## src/rtl/sdram_pkg.sv

```systemverilog
// sdram_pkg: shared definitions for the SDRAM command-port arbiter.
//   ADDR_W           burst address width (bank+row+column)
//   REFRESH_INTERVAL clk cycles between auto-refresh requests
//   MAX_DISP_RUN     display grants allowed back-to-back while life waits
//   owner_t          which requester owns the in-flight command
//   state_t          arbiter FSM states
package sdram_pkg;

    localparam int ADDR_W           = 23;
    localparam int REFRESH_INTERVAL = 1040;
    localparam int MAX_DISP_RUN     = 4;

    typedef enum logic [1:0] {
        OWN_NONE,
        OWN_REFRESH,
        OWN_DISP,
        OWN_LIFE
    } owner_t;

    typedef enum logic [1:0] {
        ST_IDLE,
        ST_ISSUE,
        ST_WAIT_DONE
    } state_t;

endpackage

```

## src/rtl/sdram_arbiter_if.sv

```systemverilog
// sdram_arbiter_if: requester and controller signals of the SDRAM arbiter.
//   Display requester : dispReq, dispAddr -> dispGrant, dispDone
//   Life requester    : lifeReq, lifeWe, lifeAddr -> lifeGrant, lifeDone
//   Controller        : memCmdValid/Ready, memCmdAddr, memCmdWe,
//                       memCmdRefresh, memDone
//   Status            : refreshOverrun (sticky)
// master = arbiter view, slave = requesters/controller view.
interface sdram_arbiter_if #(
    parameter int ADDR_W = sdram_pkg::ADDR_W
);
    logic              dispReq;
    logic [ADDR_W-1:0] dispAddr;
    logic              dispGrant;
    logic              dispDone;
    logic              lifeReq;
    logic              lifeWe;
    logic [ADDR_W-1:0] lifeAddr;
    logic              lifeGrant;
    logic              lifeDone;
    logic              memCmdValid;
    logic              memCmdReady;
    logic [ADDR_W-1:0] memCmdAddr;
    logic              memCmdWe;
    logic              memCmdRefresh;
    logic              memDone;
    logic              refreshOverrun;

    modport master (
        input  dispReq, dispAddr, lifeReq, lifeWe, lifeAddr, memCmdReady, memDone,
        output dispGrant, dispDone, lifeGrant, lifeDone,
        output memCmdValid, memCmdAddr, memCmdWe, memCmdRefresh, refreshOverrun
    );

    modport slave (
        output dispReq, dispAddr, lifeReq, lifeWe, lifeAddr, memCmdReady, memDone,
        input  dispGrant, dispDone, lifeGrant, lifeDone,
        input  memCmdValid, memCmdAddr, memCmdWe, memCmdRefresh, refreshOverrun
    );
endinterface

```

## src/rtl/sdram_arbiter_refresh_timer.sv

```systemverilog
// refresh_timer: free-running auto-refresh interval timer.
//   clk, rst   memory clock, synchronous active-high reset
//   i_ack      refresh command accepted by the controller
//   o_pending  a refresh is owed
//   o_overrun  sticky: interval expired while a refresh was still owed
module refresh_timer #(
    parameter int REFRESH_INTERVAL = 1040
) (
    input  logic clk,
    input  logic rst,
    input  logic i_ack,
    output logic o_pending,
    output logic o_overrun
);
    localparam int CNT_W = $clog2(REFRESH_INTERVAL + 1);
    localparam logic [CNT_W-1:0] RELOAD = CNT_W'(REFRESH_INTERVAL - 1);

    logic [CNT_W-1:0] r_cnt;
    logic             r_pending;
    logic             r_overrun;
    logic             w_expire;

    assign w_expire = (r_cnt == '0);

    always_ff @(posedge clk) begin
        if (rst) begin
            r_cnt     <= RELOAD;
            r_pending <= 1'b0;
            r_overrun <= 1'b0;
        end else begin
            r_cnt <= w_expire ? RELOAD : r_cnt - 1'b1;
            // Expiry wins over an acknowledge in the same cycle.
            if (w_expire) begin
                r_pending <= 1'b1;
                if (r_pending)
                    r_overrun <= 1'b1;
            end else if (i_ack) begin
                r_pending <= 1'b0;
            end
        end
    end

    assign o_pending = r_pending;
    assign o_overrun = r_overrun;
endmodule

```

## src/rtl/sdram_arbiter.sv

```systemverilog
// sdram_arbiter: shares the SDRAM command port between the display fetch,
// the game-of-life updater and periodic auto-refresh. One command in flight.
//   clk, rst  memory clock, synchronous active-high reset
//   bus       sdram_arbiter_if.master (requester, controller, status signals)
// Priority in IDLE: refresh, starved life, display, life.
module sdram_arbiter
    import sdram_pkg::*;
#(
    parameter int REFRESH_INTERVAL = sdram_pkg::REFRESH_INTERVAL,
    parameter int MAX_DISP_RUN     = sdram_pkg::MAX_DISP_RUN
) (
    input  logic            clk,
    input  logic            rst,
    sdram_arbiter_if.master bus
);
    localparam int RUN_W = $clog2(MAX_DISP_RUN + 1);
    localparam logic [RUN_W-1:0] RUN_MAX = RUN_W'(MAX_DISP_RUN);

    state_t            r_state;
    state_t            w_next_state;
    owner_t            r_owner;
    owner_t            w_sel;
    logic [ADDR_W-1:0] r_addr;
    logic [ADDR_W-1:0] w_sel_addr;
    logic              r_we;
    logic              w_sel_we;
    logic [RUN_W-1:0]  r_dispRun;
    logic              r_dispDone;
    logic              r_lifeDone;
    logic              w_accept;
    logic              w_refreshPending;
    logic              w_refreshOverrun;

    refresh_timer #(
        .REFRESH_INTERVAL(REFRESH_INTERVAL)
    ) u_refresh_timer (
        .clk      (clk),
        .rst      (rst),
        .i_ack    (w_accept && (r_owner == OWN_REFRESH)),
        .o_pending(w_refreshPending),
        .o_overrun(w_refreshOverrun)
    );

    assign w_accept = (r_state == ST_ISSUE) && bus.memCmdReady;

    always_comb begin
        w_next_state = r_state;
        w_sel        = OWN_NONE;
        w_sel_addr   = '0;
        w_sel_we     = 1'b0;
        case (r_state)
            ST_IDLE: begin
                if (w_refreshPending) begin
                    w_sel = OWN_REFRESH;
                end else if (bus.lifeReq && (r_dispRun == RUN_MAX)) begin
                    w_sel = OWN_LIFE;
                end else if (bus.dispReq) begin
                    w_sel = OWN_DISP;
                end else if (bus.lifeReq) begin
                    w_sel = OWN_LIFE;
                end
                if (w_sel == OWN_DISP) begin
                    w_sel_addr = bus.dispAddr;
                end else if (w_sel == OWN_LIFE) begin
                    w_sel_addr = bus.lifeAddr;
                    w_sel_we   = bus.lifeWe;
                end
                if (w_sel != OWN_NONE)
                    w_next_state = ST_ISSUE;
            end
            ST_ISSUE: begin
                if (bus.memCmdReady)
                    w_next_state = ST_WAIT_DONE;
            end
            ST_WAIT_DONE: begin
                if (bus.memDone)
                    w_next_state = ST_IDLE;
            end
            default: w_next_state = ST_IDLE;
        endcase
    end

    always_ff @(posedge clk) begin
        if (rst)
            r_state <= ST_IDLE;
        else
            r_state <= w_next_state;
    end

    always_ff @(posedge clk) begin
        if (rst) begin
            r_owner    <= OWN_NONE;
            r_addr     <= '0;
            r_we       <= 1'b0;
            r_dispRun  <= '0;
            r_dispDone <= 1'b0;
            r_lifeDone <= 1'b0;
        end else begin
            r_dispDone <= (r_state == ST_WAIT_DONE) && bus.memDone && (r_owner == OWN_DISP);
            r_lifeDone <= (r_state == ST_WAIT_DONE) && bus.memDone && (r_owner == OWN_LIFE);

            if (w_sel != OWN_NONE) begin
                r_owner <= w_sel;
                r_addr  <= w_sel_addr;
                r_we    <= w_sel_we;
            end

            // Consecutive display grants with life waiting; saturating.
            if (w_accept && (r_owner == OWN_LIFE)) begin
                r_dispRun <= '0;
            end else if (w_accept && (r_owner == OWN_DISP) && bus.lifeReq) begin
                if (r_dispRun != RUN_MAX)
                    r_dispRun <= r_dispRun + 1'b1;
            end else if ((r_state == ST_IDLE) && !bus.lifeReq) begin
                r_dispRun <= '0;
            end
        end
    end

    assign bus.memCmdValid    = (r_state == ST_ISSUE);
    assign bus.memCmdAddr     = r_addr;
    assign bus.memCmdWe       = r_we;
    assign bus.memCmdRefresh  = (r_state == ST_ISSUE) && (r_owner == OWN_REFRESH);
    assign bus.dispGrant      = w_accept && (r_owner == OWN_DISP);
    assign bus.lifeGrant      = w_accept && (r_owner == OWN_LIFE);
    assign bus.dispDone       = r_dispDone;
    assign bus.lifeDone       = r_lifeDone;
    assign bus.refreshOverrun = w_refreshOverrun;
endmodule
```

## src/flat_wrapper.sv

```systemverilog
// flat-port wrapper written by rule: the top's interface ports become plain ports
module sdram_arbiter_flat import sdram_pkg::*;
#(
    parameter int REFRESH_INTERVAL = sdram_pkg::REFRESH_INTERVAL,
    parameter int MAX_DISP_RUN     = sdram_pkg::MAX_DISP_RUN
)
  (clk, rst, bus_dispReq, bus_dispAddr, bus_lifeReq, bus_lifeWe, bus_lifeAddr, bus_memCmdReady, bus_memDone, bus_dispGrant, bus_dispDone, bus_lifeGrant, bus_lifeDone, bus_memCmdValid, bus_memCmdAddr, bus_memCmdWe, bus_memCmdRefresh, bus_refreshOverrun);
  sdram_arbiter_if bus_i ();
  input  logic clk;
  input  logic rst;
  input wire logic [$bits(bus_i.dispReq)-1:0] bus_dispReq;
  input wire logic [$bits(bus_i.dispAddr)-1:0] bus_dispAddr;
  input wire logic [$bits(bus_i.lifeReq)-1:0] bus_lifeReq;
  input wire logic [$bits(bus_i.lifeWe)-1:0] bus_lifeWe;
  input wire logic [$bits(bus_i.lifeAddr)-1:0] bus_lifeAddr;
  input wire logic [$bits(bus_i.memCmdReady)-1:0] bus_memCmdReady;
  input wire logic [$bits(bus_i.memDone)-1:0] bus_memDone;
  output wire logic [$bits(bus_i.dispGrant)-1:0] bus_dispGrant;
  output wire logic [$bits(bus_i.dispDone)-1:0] bus_dispDone;
  output wire logic [$bits(bus_i.lifeGrant)-1:0] bus_lifeGrant;
  output wire logic [$bits(bus_i.lifeDone)-1:0] bus_lifeDone;
  output wire logic [$bits(bus_i.memCmdValid)-1:0] bus_memCmdValid;
  output wire logic [$bits(bus_i.memCmdAddr)-1:0] bus_memCmdAddr;
  output wire logic [$bits(bus_i.memCmdWe)-1:0] bus_memCmdWe;
  output wire logic [$bits(bus_i.memCmdRefresh)-1:0] bus_memCmdRefresh;
  output wire logic [$bits(bus_i.refreshOverrun)-1:0] bus_refreshOverrun;
  assign bus_i.dispReq = bus_dispReq;
  assign bus_i.dispAddr = bus_dispAddr;
  assign bus_i.lifeReq = bus_lifeReq;
  assign bus_i.lifeWe = bus_lifeWe;
  assign bus_i.lifeAddr = bus_lifeAddr;
  assign bus_i.memCmdReady = bus_memCmdReady;
  assign bus_i.memDone = bus_memDone;
  assign bus_dispGrant = bus_i.dispGrant;
  assign bus_dispDone = bus_i.dispDone;
  assign bus_lifeGrant = bus_i.lifeGrant;
  assign bus_lifeDone = bus_i.lifeDone;
  assign bus_memCmdValid = bus_i.memCmdValid;
  assign bus_memCmdAddr = bus_i.memCmdAddr;
  assign bus_memCmdWe = bus_i.memCmdWe;
  assign bus_memCmdRefresh = bus_i.memCmdRefresh;
  assign bus_refreshOverrun = bus_i.refreshOverrun;
  sdram_arbiter #(.REFRESH_INTERVAL(REFRESH_INTERVAL), .MAX_DISP_RUN(MAX_DISP_RUN)) u_core (.clk(clk), .rst(rst), .bus(bus_i));
endmodule
```

## config.mk

```make
export PLATFORM = sky130hd
export DESIGN_NAME = sdram_arbiter_flat
export DESIGN_NICKNAME = d
export VERILOG_FILES = /design/src/rtl/sdram_pkg.sv /design/src/rtl/sdram_arbiter_if.sv /design/src/rtl/sdram_arbiter_refresh_timer.sv /design/src/rtl/sdram_arbiter.sv /design/src/flat_wrapper.sv
export SDC_FILE = /design/constraint.sdc
export NUM_CORES = 1
export LEC_CHECK = 0
export BUFFER_PORTS_ARGS = -buffer_cell sky130_fd_sc_hd__buf_2
export CAP_MARGIN = 30
export CELL_PAD_IN_SITES_DETAIL_PLACEMENT = 1
export CELL_PAD_IN_SITES_GLOBAL_PLACEMENT = 1
export CORE_MARGIN = 1.5
export CORE_UTILIZATION = 36
export DETAILED_ROUTE_END_ITERATION = 12
export PLACE_DENSITY_LB_ADDON = 0.1
export SYNTH_ARGS = -nofsm -noshare
export SYNTH_HDL_FRONTEND = slang
export SYNTH_SLANG_ARGS = --single-unit
```

## constraint.sdc

```tcl
create_clock -name clk -period 2.05 [get_ports clk]
set_clock_uncertainty 0.2 [all_clocks]
set_input_delay 0.41 -clock clk [delete_from_list [all_inputs] [get_ports clk]]
set_output_delay 0.41 -clock clk [all_outputs]
set_load 0.01 [all_outputs]
```

==> flow_summary.yaml, run 1 <==
place:
  pre_cts_ws_ps: 136
  dp_hpwl_mm: 4.89
  dp_cells: 411
  portBuffers: 83
  place.gp.congestion: 0.734
yosys:
  ys_seq_area_share_pct: 39.5
  ys_types: 40
  synth.avg_cell_area_um2: 8.79
  syn_inst: 265
  yosys_warnings: 0
  syn_area_mm2: 0.00233
  mappedNetlistNets: 321
  synth-seq-cells: 46
finish:
  final_core_util_pct: 47.0
  drive_gt1_share_pct: 34.2
  most-common-layout-cells: "buf_2, dfxtp_1, a21oi_1"
  fin_nets: 397
  fin_cells: 419
  areaGrowthSynthToFinish_pct: 27.4
  final_common_cell: "buf_2"
  fillerInstances: 783
  antennaDiodeCount: 0
floorplan:
  die_x_um: 83.4
  die-area_mm2: 0.00696
  core_mm2: 0.00631
  rows: 29
  start_util_pct: 36.9
  die_h_um: 83.4
  ios: 84
global_routing:
  grt_use_total_pct: 20.9
  grt_pass1_wl_mm: 11.9
  overflow: 0
  grt_max_degree: 29
  grt_pass1_vias: 2376
  antenna_found_initial: 0
cts:
  cts_tree: "yes"
  numClockSinks: 46
  clock-root-buffer: "clkbuf_8"
  cts_inserted_buffers: 5
  ctsHtreeMaxLevel: 2
  cts.clk_slew.worst_paths_ps: 90
  cts_buffer_depth: 2
  ctsResizeCount: 0
  clk_latency_ps: 300
  cts_setup_buffers: 0
  holdBufCountCts: 0
setup_path:
  cp_slowest_cell: "dfxtp_1"
  reg2reg_from: "u_core.r_dispRun[0]"
  crit_start: "u_core.r_state[1]"
  crit_family: "simple AND/OR/NAND/NOR gates"
  crit_path_end: "bus_lifeGrant"
  slowest_delay_ps: 310
  path_depth: 4
  worst-r2r-cell-count: 5
  path_max_fanout: 10
  timing.rr.end: "u_core.r_dispRun[1]"
  cp_num_buf_inv: 2
  reg2reg_slack_ps: 140
  cp_cell_sequence: "buf_4 > nand3b_4 > nor2_1 > buf_2"
  cp-end-kind: "primary output"
  crit_arrival_ps: 1310
  worstSetupStartpointType: "register"
  required_ps: 1440
  worst-setup-path-type: "reg2out"
timing:
  slew_headroom_pct: 66.9
  drv_slew: 0
  clock.fmax_ghz: 0.520
  worstMarginPinSlew_ps: 491
  finalWorstSetupSlack_ps: 126
  fin_tns_setup_ps: 0
  period_share_pct: 93.9
  hold_violations: 0
  setup_violations: 0
  hold_slack_ps: 177
  rsz0062_at_grt: "no"
  finalCriticalPeriod_ps: 1920
detailed_routing:
  wirelength_mm: 7.10
  firstDrtPassIters: 4
  drc: 0
  via_per_inst: 5.69
  antenna_left: 0
  wl_per_cell_um: 17.0
  vias: 2385
  drt_first_iter_violations: 64
min_path:
  hold_class: "in2reg"
power_and_ir_drop:
  leakage_nw: 1.21
  switchingPower_mw: 0.592
  internal-power_mw: 1.43
  p_comb_share_pct: 21.8
  switching_share_pct: 29.3
  power_density_mw_per_mm2: 681
  power_frac_seq_pct: 49.3
  pwr-share-clk_pct: 28.9
  peakVddDrop_mv: 0.344
outcome:
  status: "finished, final reports clean"
run:
  drv.max_cap_violation_count: 0
state kept, by name, summed over array words and instances, names as in the netlist:
name,count
u_core.bus.lifeDone,1
u_core.bus.memCmdAddr,23
u_core.r_owner,2
u_core.bus.dispDone,1
u_core.bus.memCmdWe,1
u_core.u_refresh_timer.r_cnt,11
u_core.r_dispRun,3
u_core.r_state,2
u_core.u_refresh_timer.o_pending,1
u_core.u_refresh_timer.o_overrun,1
layout make-up:
type	instances	area (µm²)	share of cell area, %
well taps	77	96.3	3.25
clock inverters	1	5.00	0.169
flip-flops and latches	46	921	31.1
inverters	6	22.5	0.759
repair buffers	98	573	19.3
clock buffers	7	86.3	2.91
multi-input cells	184	1260	42.5
synth_stat cells, drive strengths merged:
library cell,count,share of area (%)
nor3b,1,0.32
a21bo,2,0.86
o211a,1,0.43
nand3b,1,0.86
nor2b,3,0.81
or3,7,2.1
xnor2,1,0.38
or4,7,2.6
o2bb2ai,1,0.38
clkinv,1,0.16
nor4b,1,0.38
nand2,8,1.3
nand2b,4,1.1
o21ai,5,1.1
inv,5,0.81
ha,3,1.6
nor2,11,1.8
o211ai,1,0.32
or2,2,0.54
o41ai,2,1.1
o21a,3,0.97
o41a,2,0.97
o311ai,1,0.38
dfxtp,46,40
nor3,2,0.43
nand4b,25,9.4
a31oi,1,0.27
a211oi,1,0.32
nand4,1,0.27
a311oi,23,8.7
a21oi,32,6.9
clkbuf,16,2.6
o31ai,4,1.3
nand3,27,5.8
o31a,1,0.38
buf,13,3.1
through the flow:
stage	power (mW)	area, µm²
floorplan	1.26	2330
detailed placement	1.46	2870
CTS	2.05	2970
finish	2.02	2970
global route	2.13	2970
global placement	1.44	2860
layer usage:
metal | GRT usage (%) | vias up | routed length [µm]
li1 | - | 1174 | -
met1 | 28.5 | 1141 | 3270
met2 | 34.4 | 66 | 3430
met3 | 4.47 | 4 | 376
met4 | 4.17 | 0 | 34
met5 | 0 | - | 0
worst min-delay path, stage by stage:
cell and delay [ps]:
buf_2 100, nand3_1 50, a311oi_1 70
kinds of logic after synthesis:
family	share of synthesized area, %
buf+inv	6.61
compound gates	24.2
xor+xnor	0.376
fa+ha+maj	1.61
flops	39.5
simple gates	27.6
power groups by stage:
stage | combinational (mW) | sequential (mW) | clock (mW)
6_report | 0.440 | 0.994 | 0.584
4_1_cts | 0.443 | 0.995 | 0.608
2_1_floorplan | 0.220 | 1.04 | 0
3_5_place_dp | 0.443 | 1.02 | 0
3_3_place_gp | 0.428 | 1.01 | 0
5_1_grt | 0.488 | 1.00 | 0.638
how the worst min path moves through the flow:
stage                                               start                              end  slack, ps  cells past startpoint
after CTS                                      bus_lifeWe              u_core.bus.memCmdWe        170                      3
after global routing                           bus_lifeWe              u_core.bus.memCmdWe        160                      3
final                                    bus_lifeAddr[14]        u_core.bus.memCmdAddr[14]        180                      3
after detailed placement  u_core.u_refresh_timer.r_cnt[0]  u_core.u_refresh_timer.r_cnt[0]        200                      1
after floorplan           u_core.u_refresh_timer.r_cnt[0]  u_core.u_refresh_timer.r_cnt[0]        180                      1
after global placement    u_core.u_refresh_timer.r_cnt[0]  u_core.u_refresh_timer.r_cnt[0]        200                      1
Power figures use the tool's default switching activity.
==> run 2, diff against run 1 <==
- BUFFER_PORTS_ARGS: -buffer_cell sky130_fd_sc_hd__buf_2 -> unset
- CORE_UTILIZATION: 36 -> 45
- DONT_BUFFER_PORTS: unset -> 1
==> run 2 against run 1 <==
Cell count shrank 23%. First-iteration DRC count is 72% higher. Combinational power fell by 38%. Cell area is 16% lower. Largest cell class unchanged. Critical path type unchanged. Routed wire length fell by 9.7%. Critical path depth shrank 2. Worst setup slack worse by 8.8 ps. Core utilization grew 4.6 points.
==> flow_summary.yaml, run 2 (synthesis results as in run 1) <==
global_routing:
  antenna_found_initial: 0
  grt_pass1_vias: 2033
  met3_usage_pct: 6.56
  top_usage_layer: "met2"
  grt_max_degree: 29
  grt_use_met2_pct: 37.9
  grt_pass1_wl_mm: 9.95
  grt_use_total_pct: 22.9
  grt_util_met1_pct: 29.1
  overflow: 0
detailed_routing:
  wl_per_cell_um: 20.0
  wirelength_mm: 6.42
  antenna_left: 0
  via_per_inst: 6.53
  drt_first_iter_violations: 110
  drc: 0
  vias: 2095
  firstDrtPassIters: 4
floorplan:
  die-area_mm2: 0.00562
  die_h_um: 74.9
  core_mm2: 0.00485
  die_x_um: 74.9
  rows: 25
  start_util_pct: 48.0
  ios: 84
finish:
  most-common-layout-cells: "dfxtp_1, a21oi_1, nand3_1"
  antennaDiodeCount: 0
  fillerInstances: 580
  areaGrowthSynthToFinish_pct: 7.47
  postLayoutCellArea_mm2: 0.00250
  largest_reg_flops: 23
  final_common_cell: "dfxtp_1"
  drive_gt1_share_pct: 10.6
  fin_nets: 309
setup_path:
  worst-r2r-cell-count: 5
  cp-end-kind: "primary output"
  crit_start: "u_core.r_state[0]"
  crit_arrival_ps: 1320
  crit_path_end: "bus_lifeGrant"
  required_ps: 1440
  reg2reg_from: "u_core.r_dispRun[0]"
  worstSetupStartpointType: "register"
  reg2reg_slack_ps: 170
  timing.rr.end: "u_core.r_dispRun[1]"
  path_max_fanout: 10
  worst-setup-path-type: "reg2out"
timing:
  fin_tns_setup_ps: 0
  drv_slew: 0
  period_share_pct: 94.3
  slew_headroom_pct: 64.8
  clock.fmax_ghz: 0.517
  setup_violations: 0
  hold_violations: 0
  worstMarginPinSlew_ps: 528
  finalCriticalPeriod_ps: 1930
  rsz0062_at_grt: "no"
cts:
  numClockSinks: 46
  clk_latency_ps: 290
  cts_buffer_depth: 2
  cts_tree: "yes"
  clock-root-buffer: "clkbuf_8"
  ctsResizeCount: 0
  cts_setup_buffers: 0
  ctsHtreeMaxLevel: 2
  cts.clk_slew.worst_paths_ps: 90
  cts_inserted_buffers: 5
outcome:
  status: "finished, final reports clean"
power_and_ir_drop:
  power_density_mw_per_mm2: 789
  leakage_nw: 0.825
  peakVddDrop_mv: 0.537
run:
  drv.max_cap_violation_count: 0
min_path:
  min_from: "bus_lifeWe"
  hold_class: "in2reg"
place:
  dpl_cell_area_mm2: 0.00236
  place.gp.congestion: 0.670
  portBuffers: 0
  dp_hpwl_mm: 4.21
run 2: cell count changes in the layout (fill, tap and decap cells not counted), sizes merged:
cell and change:
bufinv +1, clkinv -1, clkbuf +1, buf -90, dlygate4sd3 +1
run 2: worst min-delay path by stage:
stage	to	slack, ps	depth (start not counted)
after floorplan	u_core.u_refresh_timer.r_cnt[0]	180	1
after global placement	u_core.u_refresh_timer.r_cnt[0]	200	1
after detailed placement	u_core.u_refresh_timer.r_cnt[0]	200	1
after CTS	u_core.bus.memCmdWe	50	2
after global routing	u_core.bus.memCmdWe	70	2
final	u_core.bus.memCmdWe	60	2
run 2: report_power, final:
| part | internal [mW] | total, mW | switching [mW] |
|---|---|---|---|
| registers | 0.960 | 1.04 | 0.0786 |
| clock network | 0.365 | 0.666 | 0.301 |
| logic | 0.113 | 0.271 | 0.157 |
run 2: layout make-up:
type                    count  area, µm²  area share [%]
clock buffers               7       76.3            3.05
inverters                   6       22.5           0.900
repair buffers             10        108            4.30
flip-flops and latches     46        921            36.8
multi-input cells         184       1260            50.4
well taps                  67       83.8            3.35
clock inverters             1       30.0            1.20
run 2: through the flow:
stage	power, mW	util [%]	worst slack (ps)	cells	hold WS (ps)
finish	1.98	51.6	117	321	61.3
global route	2.07	51.6	30.1	321	70.3
CTS	1.99	51.1	110	320	53.0
detailed placement	1.32	48.7	210	311	202
global placement	1.31	48.7	264	311	198
floorplan	1.26	-	308	265	180
run 2: what timing repair did:
item	in CTS	in global routing
endpoints found under the hold margin	28	0
setup endpoints to repair	0	0
hold buffers	1	0
run 2: critical path: stages, from the launching register on:
cell	delay, ps
dfxtp_1	520
nand3b_4	180
nor2_1	320
run 2: routing by layer:
layer	part of all wire, %	routed length (µm)
met4	0.69	44
met2	49	3160
met3	8.0	516
met5	0	0
met1	42	2690
